--- src/rtl/psg_pkg.sv ---
// Shared constants for the SN76489-compatible sound cores: volume curve,
// LFSR seed, register indices and noise reload rates.
package psg_pkg;

  localparam logic [2:0] TONE0_F    = 3'd0;
  localparam logic [2:0] TONE0_ATT  = 3'd1;
  localparam logic [2:0] TONE1_F    = 3'd2;
  localparam logic [2:0] TONE1_ATT  = 3'd3;
  localparam logic [2:0] TONE2_F    = 3'd4;
  localparam logic [2:0] TONE2_ATT  = 3'd5;
  localparam logic [2:0] NOISE_CTRL = 3'd6;
  localparam logic [2:0] NOISE_ATT  = 3'd7;

  localparam logic [14:0] LFSR_SEED = 15'h4000;

  localparam int NOISE_RELOAD_0 = 16;
  localparam int NOISE_RELOAD_1 = 32;
  localparam int NOISE_RELOAD_2 = 64;

  // Counter reload value (period - 1) for the three fixed noise rates.
  function automatic logic [5:0] noise_reload(input logic [1:0] rate);
    case (rate)
      2'd0:    return 6'(NOISE_RELOAD_0 - 1);
      2'd1:    return 6'(NOISE_RELOAD_1 - 1);
      default: return 6'(NOISE_RELOAD_2 - 1);
    endcase
  endfunction

  // Roughly 2 dB per attenuation step, 4'hF is silence.
  function automatic logic [9:0] vol_lookup(input logic [3:0] att);
    case (att)
      4'd0:    return 10'd1023;
      4'd1:    return 10'd813;
      4'd2:    return 10'd646;
      4'd3:    return 10'd513;
      4'd4:    return 10'd407;
      4'd5:    return 10'd323;
      4'd6:    return 10'd257;
      4'd7:    return 10'd204;
      4'd8:    return 10'd162;
      4'd9:    return 10'd128;
      4'd10:   return 10'd102;
      4'd11:   return 10'd81;
      4'd12:   return 10'd64;
      4'd13:   return 10'd51;
      4'd14:   return 10'd40;
      default: return 10'd0;
    endcase
  endfunction

endpackage

--- src/rtl/psg_core.sv ---
// One SN76489-compatible core: register file, three square-wave tones and an
// LFSR noise channel, presented as four per-channel amplitudes.
module psg_core
  import psg_pkg::*;
#(
  parameter int AMP_W = 10
) (
  input  logic                  clk,
  input  logic                  rst,
  input  logic                  tick,
  input  logic                  wr,
  input  logic [7:0]            wr_data,
  output logic [3:0][AMP_W-1:0] amp
);

  logic [2:0]  reg_idx;
  logic [9:0]  period   [3];
  logic [9:0]  tone_cnt [3];
  logic [2:0]  tone_out;
  logic [2:0]  tone_nxt;
  logic [3:0]  att      [4];
  logic [2:0]  noise_ctrl;
  logic [5:0]  noise_cnt;
  logic        noise_tgl;
  logic [14:0] lfsr;
  logic [2:0]  w_idx;
  logic        noise_step;
  logic        lfsr_fb;

  function automatic logic [AMP_W-1:0] vol_scale(input logic [3:0] a);
    logic [AMP_W+9:0] wide;
    wide = {vol_lookup(a), {AMP_W{1'b0}}};
    return wide[AMP_W+9 -: AMP_W];
  endfunction

  // Period 1 pins the output high instead of toggling at the tick rate.
  always_comb begin
    tone_nxt = tone_out;
    for (int ch = 0; ch < 3; ch++) begin
      if (period[ch] == 10'd1)
        tone_nxt[ch] = 1'b1;
      else if (tone_cnt[ch] == '0)
        tone_nxt[ch] = ~tone_out[ch];
    end
  end

  assign w_idx      = wr_data[7] ? wr_data[6:4] : reg_idx;
  assign noise_step = (noise_ctrl[1:0] == 2'b11) ? (~tone_out[2] & tone_nxt[2])
                                                 : (noise_cnt == '0);
  assign lfsr_fb    = noise_ctrl[2] ? (lfsr[0] ^ lfsr[1]) : lfsr[0];

  always_ff @(posedge clk or posedge rst) begin
    if (rst) begin
      reg_idx    <= '0;
      tone_out   <= '0;
      noise_ctrl <= '0;
      noise_cnt  <= '0;
      noise_tgl  <= 1'b0;
      lfsr       <= LFSR_SEED;
      for (int ch = 0; ch < 3; ch++) begin
        period[ch]   <= '0;
        tone_cnt[ch] <= '0;
      end
      for (int ch = 0; ch < 4; ch++) att[ch] <= 4'hF;
    end else begin
      if (tick) begin
        tone_out <= tone_nxt;
        // period 0 wraps to a reload of 1023, i.e. an effective period of 1024
        for (int ch = 0; ch < 3; ch++)
          tone_cnt[ch] <= (tone_cnt[ch] == '0) ? period[ch] - 10'd1 : tone_cnt[ch] - 10'd1;
        if (noise_ctrl[1:0] != 2'b11)
          noise_cnt <= (noise_cnt == '0) ? noise_reload(noise_ctrl[1:0]) : noise_cnt - 6'd1;
        if (noise_step) begin
          noise_tgl <= ~noise_tgl;
          if (!noise_tgl) lfsr <= {lfsr_fb, lfsr[14:1]};
        end
      end
      // Placed after the tick logic so a noise-ctrl write re-seeds over a shift.
      if (wr) begin
        if (wr_data[7]) reg_idx <= wr_data[6:4];
        if (w_idx[0])
          att[w_idx[2:1]] <= wr_data[3:0];
        else if (w_idx == NOISE_CTRL) begin
          noise_ctrl <= wr_data[2:0];
          lfsr       <= LFSR_SEED;
        end else if (wr_data[7])
          period[w_idx[2:1]][3:0] <= wr_data[3:0];
        else
          period[w_idx[2:1]][9:4] <= wr_data[5:0];
      end
    end
  end

  always_comb begin
    amp = '0;
    for (int ch = 0; ch < 3; ch++)
      if (tone_out[ch]) amp[ch] = vol_scale(att[ch]);
    if (lfsr[0]) amp[3] = vol_scale(att[3]);
  end

endmodule

--- src/rtl/psg_multi.sv ---
// NUM_CHIPS sound cores sharing one host write port, with a common tick
// prescaler and a saturating mixer producing one registered sample per tick.
module psg_multi
  import psg_pkg::*;
#(
  parameter int NUM_CHIPS = 2,
  parameter int PRESCALE  = 16,
  parameter int AMP_W     = 10,
  parameter int OUT_W     = 8
) (
  input  logic                 clk,
  input  logic                 reset,
  input  logic                 snd_en,
  input  logic [7:0]           data_bus,
  input  logic [NUM_CHIPS-1:0] cs_n,
  input  logic                 we_n,
  output logic [OUT_W-1:0]     sample,
  output logic                 sample_valid
);

  localparam int NCH   = 4 * NUM_CHIPS;
  localparam int SUM_W = AMP_W + $clog2(NCH);
  localparam int SCL_W = SUM_W + OUT_W;
  localparam int PRE_W = (PRESCALE > 1) ? $clog2(PRESCALE) : 1;

  logic [2:0]                           we_sync;
  logic                                 wr_pulse;
  logic [PRE_W-1:0]                     pre_cnt;
  logic                                 tick;
  logic [NUM_CHIPS-1:0][3:0][AMP_W-1:0] chip_amp;
  logic [SUM_W-1:0]                     mix_sum;
  logic [OUT_W-1:0]                     sample_p1;
  logic                                 vld_p1;

  function automatic logic [OUT_W-1:0] sat_top(input logic [SUM_W-1:0] s);
    logic [SCL_W-1:0] scaled;
    scaled = {s, {OUT_W{1'b0}}} >> SUM_W;
    if (scaled > SCL_W'({OUT_W{1'b1}})) return '1;
    return scaled[OUT_W-1:0];
  endfunction

  // Flops clear to 0 so a we_n low held across reset release is not an edge.
  always_ff @(posedge clk or posedge reset) begin
    if (reset) we_sync <= '0;
    else       we_sync <= {we_sync[1:0], we_n};
  end

  assign wr_pulse = we_sync[2] & ~we_sync[1];
  assign tick     = snd_en & (pre_cnt == PRE_W'(PRESCALE - 1));

  always_ff @(posedge clk or posedge reset) begin
    if (reset)       pre_cnt <= '0;
    else if (tick)   pre_cnt <= '0;
    else if (snd_en) pre_cnt <= pre_cnt + 1'b1;
  end

  for (genvar i = 0; i < NUM_CHIPS; i++) begin : g_core
    psg_core #(.AMP_W(AMP_W)) u_core (
      .clk     (clk),
      .rst     (reset),
      .tick    (tick),
      .wr      (wr_pulse & ~cs_n[i]),
      .wr_data (data_bus),
      .amp     (chip_amp[i])
    );
  end

  always_comb begin
    mix_sum = '0;
    for (int i = 0; i < NUM_CHIPS; i++)
      for (int ch = 0; ch < 4; ch++)
        mix_sum = mix_sum + SUM_W'(chip_amp[i][ch]);
  end

  // p0 -> p1: sample the pre-tick mix, visible one clk after the tick
  always_ff @(posedge clk or posedge reset) begin
    if (reset) begin
      sample_p1 <= '0;
      vld_p1    <= 1'b0;
    end else begin
      vld_p1 <= tick;
      if (tick) sample_p1 <= sat_top(mix_sum);
    end
  end

  assign sample       = sample_p1;
  assign sample_valid = vld_p1;

endmodule
--- config.mk ---
export PLATFORM = sky130hd
export DESIGN_NAME = psg_multi
export DESIGN_NICKNAME = d
export VERILOG_FILES = /design/src/rtl/psg_pkg.sv /design/src/rtl/psg_core.sv /design/src/rtl/psg_multi.sv
export SDC_FILE = /design/constraint.sdc
export NUM_CORES = 1
export LEC_CHECK = 0
export ABC_AREA = 1
export BUFFER_PORTS_ARGS = -buffer_cell sky130_fd_sc_hd__clkbuf_2
export CORE_ASPECT_RATIO = 2
export CORE_UTILIZATION = 50
export CTS_BUF_LIST = sky130_fd_sc_hd__clkbuf_8
export DETAILED_ROUTE_END_ITERATION = 10
export PLACE_DENSITY = 0.66
export SLEW_MARGIN = 20
export SYNTH_ARGS = -nofsm -noshare
export SYNTH_HDL_FRONTEND = slang
export SYNTH_SLANG_ARGS = --single-unit
--- constraint.sdc ---
create_clock -name clk -period 14.7 [get_ports clk]
set_clock_uncertainty 0.2 [all_clocks]
set_input_delay 2.205 -clock clk [delete_from_list [all_inputs] [get_ports clk]]
set_output_delay 2.205 -clock clk [all_outputs]
set_load 0.01 [all_outputs]
[Yosys cells after proc, flatten, opt, wreduce, memory -nomap -nowiden]
Memories as Yosys holds them, arrays and structs flattened.
Cells that the tools add are included.
Widths: inputs -> output; s select.
Storage, ports and cells
  bits in registers: 230
  input bits: 14
  memory bits (read-only): 1280
  memories: 8
Memory list
  (no name shown): words 16, bits a word 10, rd ports 1, clocked after Yosys merged registers in 0, wr ports 0, line psg_pkg.sv:31  | case (att)
  (no name shown): words 16, bits a word 10, rd ports 1, clocked after Yosys merged registers in 0, wr ports 0, line psg_pkg.sv:31
  (no name shown): words 16, bits a word 10, rd ports 1, clocked after Yosys merged registers in 0, wr ports 0, line psg_pkg.sv:31
  (no name shown): words 16, bits a word 10, rd ports 1, clocked after Yosys merged registers in 0, wr ports 0, line psg_pkg.sv:31
  (no name shown): words 16, bits a word 10, rd ports 1, clocked after Yosys merged registers in 0, wr ports 0, line psg_pkg.sv:31
  (no name shown): words 16, bits a word 10, rd ports 1, clocked after Yosys merged registers in 0, wr ports 0, line psg_pkg.sv:31
  +2 memories
Cells by class
  order comparisons: 5
  bitwise logic cells: 25
  equality and inequality tests: 15
  reductions and logical operators: 31
  add/sub/neg operators: 22
  mux-type cells: 74
Operators with widths (count)
  $mux 15: 12
  $mux 10: 16
  $bwmux 30: 4
  $sub 10x1->10 const B: 12
  $demux 10 s2: 4
  $eq 10x1->1 const B: 6
  $logic_not 10->1: 6
  $mux 30: 2
  $add 13x10->13: 4
  $bwmux 16: 2
  $mux 4: 6
  $pmux 6 s2: 2
  $reduce_and 2->1: 10
  $mux 1: 18
  $demux 4 s2: 2
  $mux 8: 2
  $not 1->1: 15
  $add 12x10->13: 1
  $add 11x10->12: 1
  $logic_not 6->1: 2
  $mux 6: 2
  $reduce_and 3->1: 4
  $sub 6x1->6 const B: 2
  $add 10x10->11: 1
  other kinds (16): 36

[Logic depth before layout (Yosys ltp)]
An unclocked memory read counts as a cell.
  depth after elaboration: 13
  mapped depth: 25
  gate-level depth less buffers: 25

[Cells and area by module]
Synthesis repeated with hierarchy kept, for this count alone.
Unflattened totals
  cell total of the unflattened synthesis: 2257
  area, all modules: 16612.2 µm²
By module, submodules not included
  psg_core at g_core[0].u_core: area an instance 7038.0 µm², cells each 975, times used 1, sequential area each 2698.8 µm²
  psg_core at g_core[1].u_core: area an instance 6920.4 µm², cells each 967, times used 1, sequential area each 2698.8 µm²
  psg_multi: area an instance 2653.8 µm², cells each 315, times used 1, sequential area each 400.4 µm²

[Least setup slack after synthesis]
Ideal clock, no wire load.
  path type: reg2reg
  start point: reg g_core[1].u_core.att[4] in the netlist's numbering
  end point: reg sample_p1[5], in the netlist sample[5]
  data required time: 14.383 ns
  path slack: 10.079 ns
  library setup time: 0.117 ns
  buffers on the path: 0
  period minus slack after synthesis: 4.621 ns
  stages on the path, launching flop included: 24
  arrival: 4.304 ns
  cell sequence: dfstp_2 > inv_1 > ha_1 > nand2_1 > o21ai_0 > a21oi_1 > nand2_1 > fa_1 > inv_1 > fa_1 > fa_1 > inv_1 > fa_1 > inv_1 > ha_1 > inv_1 > o21ai_0 > nor2_1 > nand2_1 > nand2_1 > nand2_1 > nand2_1 > nand3_1 > nand2_1
Between the ends
  word-level cells in the longest chain between the ends: 8
Ends and longest elaborated chain
  start: declaration: line psg_core.sv:21  | logic [3:0] att [4];
  start signal: indexed assignment: line psg_core.sv:82  | att[w_idx[2:1]] <= wr_data[3:0];
  $mem_v2 16x10 *
  $mux 10 *: line psg_core.sv:97  | if (tone_out[ch]) amp[ch] = vol_scale(att[ch]);
  $add 13x10->13 * (2 in a row): line psg_multi.sv:72  | mix_sum = mix_sum + SUM_W'(chip_amp[i][ch]);
  $gt 8x8->1: line psg_multi.sv:38  | if (scaled > SCL_W'({OUT_W{1'b1}})) return '1;
  $mux 1: line psg_multi.sv:38
  $mux 1: line psg_multi.sv:82  | if (tick) sample_p1 <= sat_top(mix_sum);
  $mux 8 *: line psg_multi.sv:39  | return scaled[OUT_W-1:0];
  end signal: assignment: line psg_multi.sv:82
  end: declaration: line psg_multi.sv:32  | logic [OUT_W-1:0] sample_p1;
Every way passes the cells marked *; elsewhere a longest branch is shown, timed or not. The select of a mux whose other input is x is not followed.
A chain may end at the register's enable or synchronous reset.

[Final worst setup path]
  start point: reg g_core[1].u_core.att[13] in the netlist's numbering
  end point: reg sample_p1[4], in the netlist sample[4]
Between the ends
  word-level cells in the longest chain between the ends: 10
Ends and longest elaborated chain (line)
  $mem_v2 16x10 *
  $mux 10 *: psg_core.sv:97
  $add 13x10->13 * (4 in a row): psg_multi.sv:72
  $gt 8x8->1: psg_multi.sv:38
  $mux 1: psg_multi.sv:38
  $mux 1: psg_multi.sv:82
  $mux 8 *: psg_multi.sv:39
Marks and branches as above.

==> results.md <==
* Fillcell total at 3147
* Drt via density at 5.42
* Pre-antenna DRT Iters at 7
* Core ar. at 32100 µm²
* Final setup fails at 0
* CP Class: reg -> reg
* Outcome: complete, no violations
* Sum of negative setup slack at 0 ns
* Critical Path Sink Type: flip-flop
* Hold/Removal Path Class: reg -> reg
* Reg2Reg Depth at 20
* Final core occ at 54.3%
* Number of port buffers at 22
* Largest net degree at the start of global routing at 111
* Nets@finish at 2322
* TritonCTS clock tree: built
* Vias in the first global route at 13950
* CTS Hold Bufs at 0
* Global placement routability congestion at 0.985
* Iter 0 DRT Violations at 788
* H-tree levels at 2
* Maxcap violations at 0
* Avg Inst Size Synth at 7.49 µm²
* CTS root buf: clkbuf_8
* DRT Wirelength at 42.1 mm
* Fmax at 199 MHz
* Yosys reg bits at 230
* Critical path arrival at 5.26 ns
* CP required at 14.94 ns
* Post-CTS sizing at 0
* Area delta synth->final at 7.09%
* IO Pins at 23
* Post-CTS setup buffers at 0
* Layout cells sized above 1 at 7.29%
* Die area at 33300 µm²
* Hold slack at 0.148 ns
* Skew-Pair Late Insertion Delay at 0.57 ns
* Starting Density at 50.7%
* Slew @ Worst Pin at 1.04 ns
* Top post-synthesis cells by count: 489 x nand2_1, 271 x inv_1, 261 x o21ai_0
* Congestion Overflow GR at 0
* Slew Limit Fails at 0
* Top post-synthesis cells by area: dfrtp_1 30%, nand2_1 11%, o21ai_0 8.0%, fa_1 7.0%, ha_1 6.4%
* YS warnings at 0
* Rows at 93
* Inserted Clock Buffers at 37
* Hold endpoint: we_sync[1]
* Routed Antenna Nets at 0
* Yosys top cell by area: dfrtp_1
* Post-synth cell types at 57
* Initial antenna violation count at 1
* Max Buffers Root-to-Sink at 3
* Syn nets at 2327
* Clock Sinks at 230
* Startpoint types: flip-flop
* Tmin final at 5.02 ns
* Die height at 257 µm
* Cell with the most instances after synthesis: nand2_1
* Routed len/inst at 16.1 µm
* Min-delay src: we_sync[0]
* Number of enable flip-flop cells after synthesis at 0
* Async set or reset register ratio after synthesis at 100%
* Hold Vio Cnt, Final at 0
* GRT Util Overall at 26.1%
* Vias post-DR at 14228
* Setup slack, reg-to-reg at 9.68 ns
* Storage element area at 5800 µm²
* Clk pin slew, worst setup/hold paths at 0.06 ns
* Synth top area share at 30.1%
* Netlist Area Pre-Place at 16300 µm²
* Crit path max fanout at 8
* First-pass GRT wire length at 68.6 mm
* Slew headroom at 30.7%
* Die span in x at 130 µm
* Area of the multi-input gates at 9040 µm²
* Main synth FF type: dfrtp_1
* # DRC at 0
* RSZ-0062 raised after global routing: false
* Hold depth at 0
* Period utilization at 34.2%
* DP HPWL at 31.3 mm
* Number of cells produced by synthesis at 2173
* Worst R2R Start: g_core[1].u_core.att[13]
* Sequential element share of the synthesized area at 35.6%
* RR Endpoint: sample[4]
## cells by family (layout without fill, tap and decap cells)
family | after synthesis | count (layout) | synth area share [%]
xor+xnor | 44 | 44 | 2.37
simple gates | 943 | 943 | 24.5
fa+ha+maj | 140 | 140 | 13.4
mux | 2 | 2 | 0.131
other cells | 0 | 1 | 0
flops | 230 | 230 | 35.6
buf+inv | 359 | 382 | 8.84
compound gates | 455 | 455 | 15.2
## sequential cells by signal (all words and copies together) (netlist names)
signal / flops
sample: 8
g_core.u_core.lfsr: 30
we_sync: 3
g_core.u_core.period: 60
g_core.u_core.tone_out: 6
g_core.u_core.noise_cnt: 12
g_core.u_core.noise_ctrl: 6
g_core.u_core.att: 32
g_core.u_core.tone_cnt: 60
pre_cnt: 4
g_core.u_core.reg_idx: 6
g_core.u_core.noise_tgl: 2
sample_valid: 1
## area by class of cell
| cell class | instances | share of cell area, % |
|---|---|---|
| diodes | 1 | 0.0144 |
| inverters | 289 | 6.31 |
| well taps | 427 | 3.06 |
| repair buffers | 26 | 0.804 |
| clock buffers | 46 | 3.63 |
| multi-input cells | 1584 | 51.9 |
| clock inverters | 21 | 1.05 |
| flip-flops and latches | 230 | 33.3 |
## through the flow
stage                     worst slack, ns  std cells  cell area [µm²]
after floorplan                      6.05       2173            16300
after global placement               9.65       2556            16600
after detailed placement             9.67       2556            16600
after CTS                            9.65       2623            17400
after global routing                 9.36       2624            17400
final                                9.68       2624            17400
## worst max-delay path, cell delays in order, from the launching register on
cell and delay (ns):
dfstp_2 0.60, inv_1 0.11, ha_1 0.21, inv_1 0.05, nand2_1 0.04, o21ai_0 0.08, nand2_1 0.11, o211ai_1 0.20
fa_1 0.50, inv_1 0.10, fa_1 0.44, fa_1 0.54, fa_1 0.49, ha_1 0.36, nand2_1 0.10, o21ai_0 0.37
nand3_1 0.16, nand2_1 0.09, nand2_1 0.05, nand3_1 0.06, nand2_1 0.06
## cells in the final DEF (no fill, tap or decap), types with 3 or more instances in the layout
master	synthesis	routed
nand3_1	141	141
fa_1	57	57
xor2_1	33	33
dfstp_2	34	34
xnor2_1	11	11
o21ai_0	261	261
clkinv_2	2	7
nor2_1	229	229
o22ai_1	13	13
bufinv_16	0	3
or2_2	5	5
nand2_1	489	489
buf_4	3	4
dfrtp_1	196	196
nand2_2	4	4
o31ai_1	3	3
inv_2	7	7
a221oi_1	4	4
nand4_1	20	20
clkbuf_2	0	22
nor2_4	4	4
nor3_1	28	28
a31oi_1	8	8
ha_1	83	83
nor3_2	5	5
a22oi_1	3	3
a211o_1	3	3
o21ai_1	25	25
inv_1	271	280
a21oi_1	96	96
nand3b_1	7	7
clkbuf_8	0	46
clkinv_1	7	7
a211oi_1	7	7
o211ai_1	19	19
## metal layers
| layer | wire (µm) | vias to the layer above | GRT usage [%] |
|---|---|---|---|
| li1 | - | 7033 | - |
| met3 | 1440 | 130 | 3.26 |
| met2 | 22900 | 285 | 49.8 |
| met1 | 15500 | 6780 | 27.0 |
| met4 | 2230 | 0 | 13.7 |
| met5 | 0 | - | 0 |
## how the worst max path moves through the flow
stage | start | endpoint | slack [ns]
after floorplan | reset | g_core[0].u_core.lfsr[0] | 6.05
after global placement | g_core[0].u_core.att[9] | sample[5] | 9.65
after detailed placement | g_core[0].u_core.att[9] | sample[5] | 9.67
after CTS | g_core[0].u_core.att[9] | sample[5] | 9.65
after global routing | g_core[0].u_core.att[1] | sample[5] | 9.36
final | g_core[1].u_core.att[13] | sample[4] | 9.68
Power is left out: the tool's default activity adds up to more than one toggle a clock period on the data nets, which glitch-free logic cannot reach.
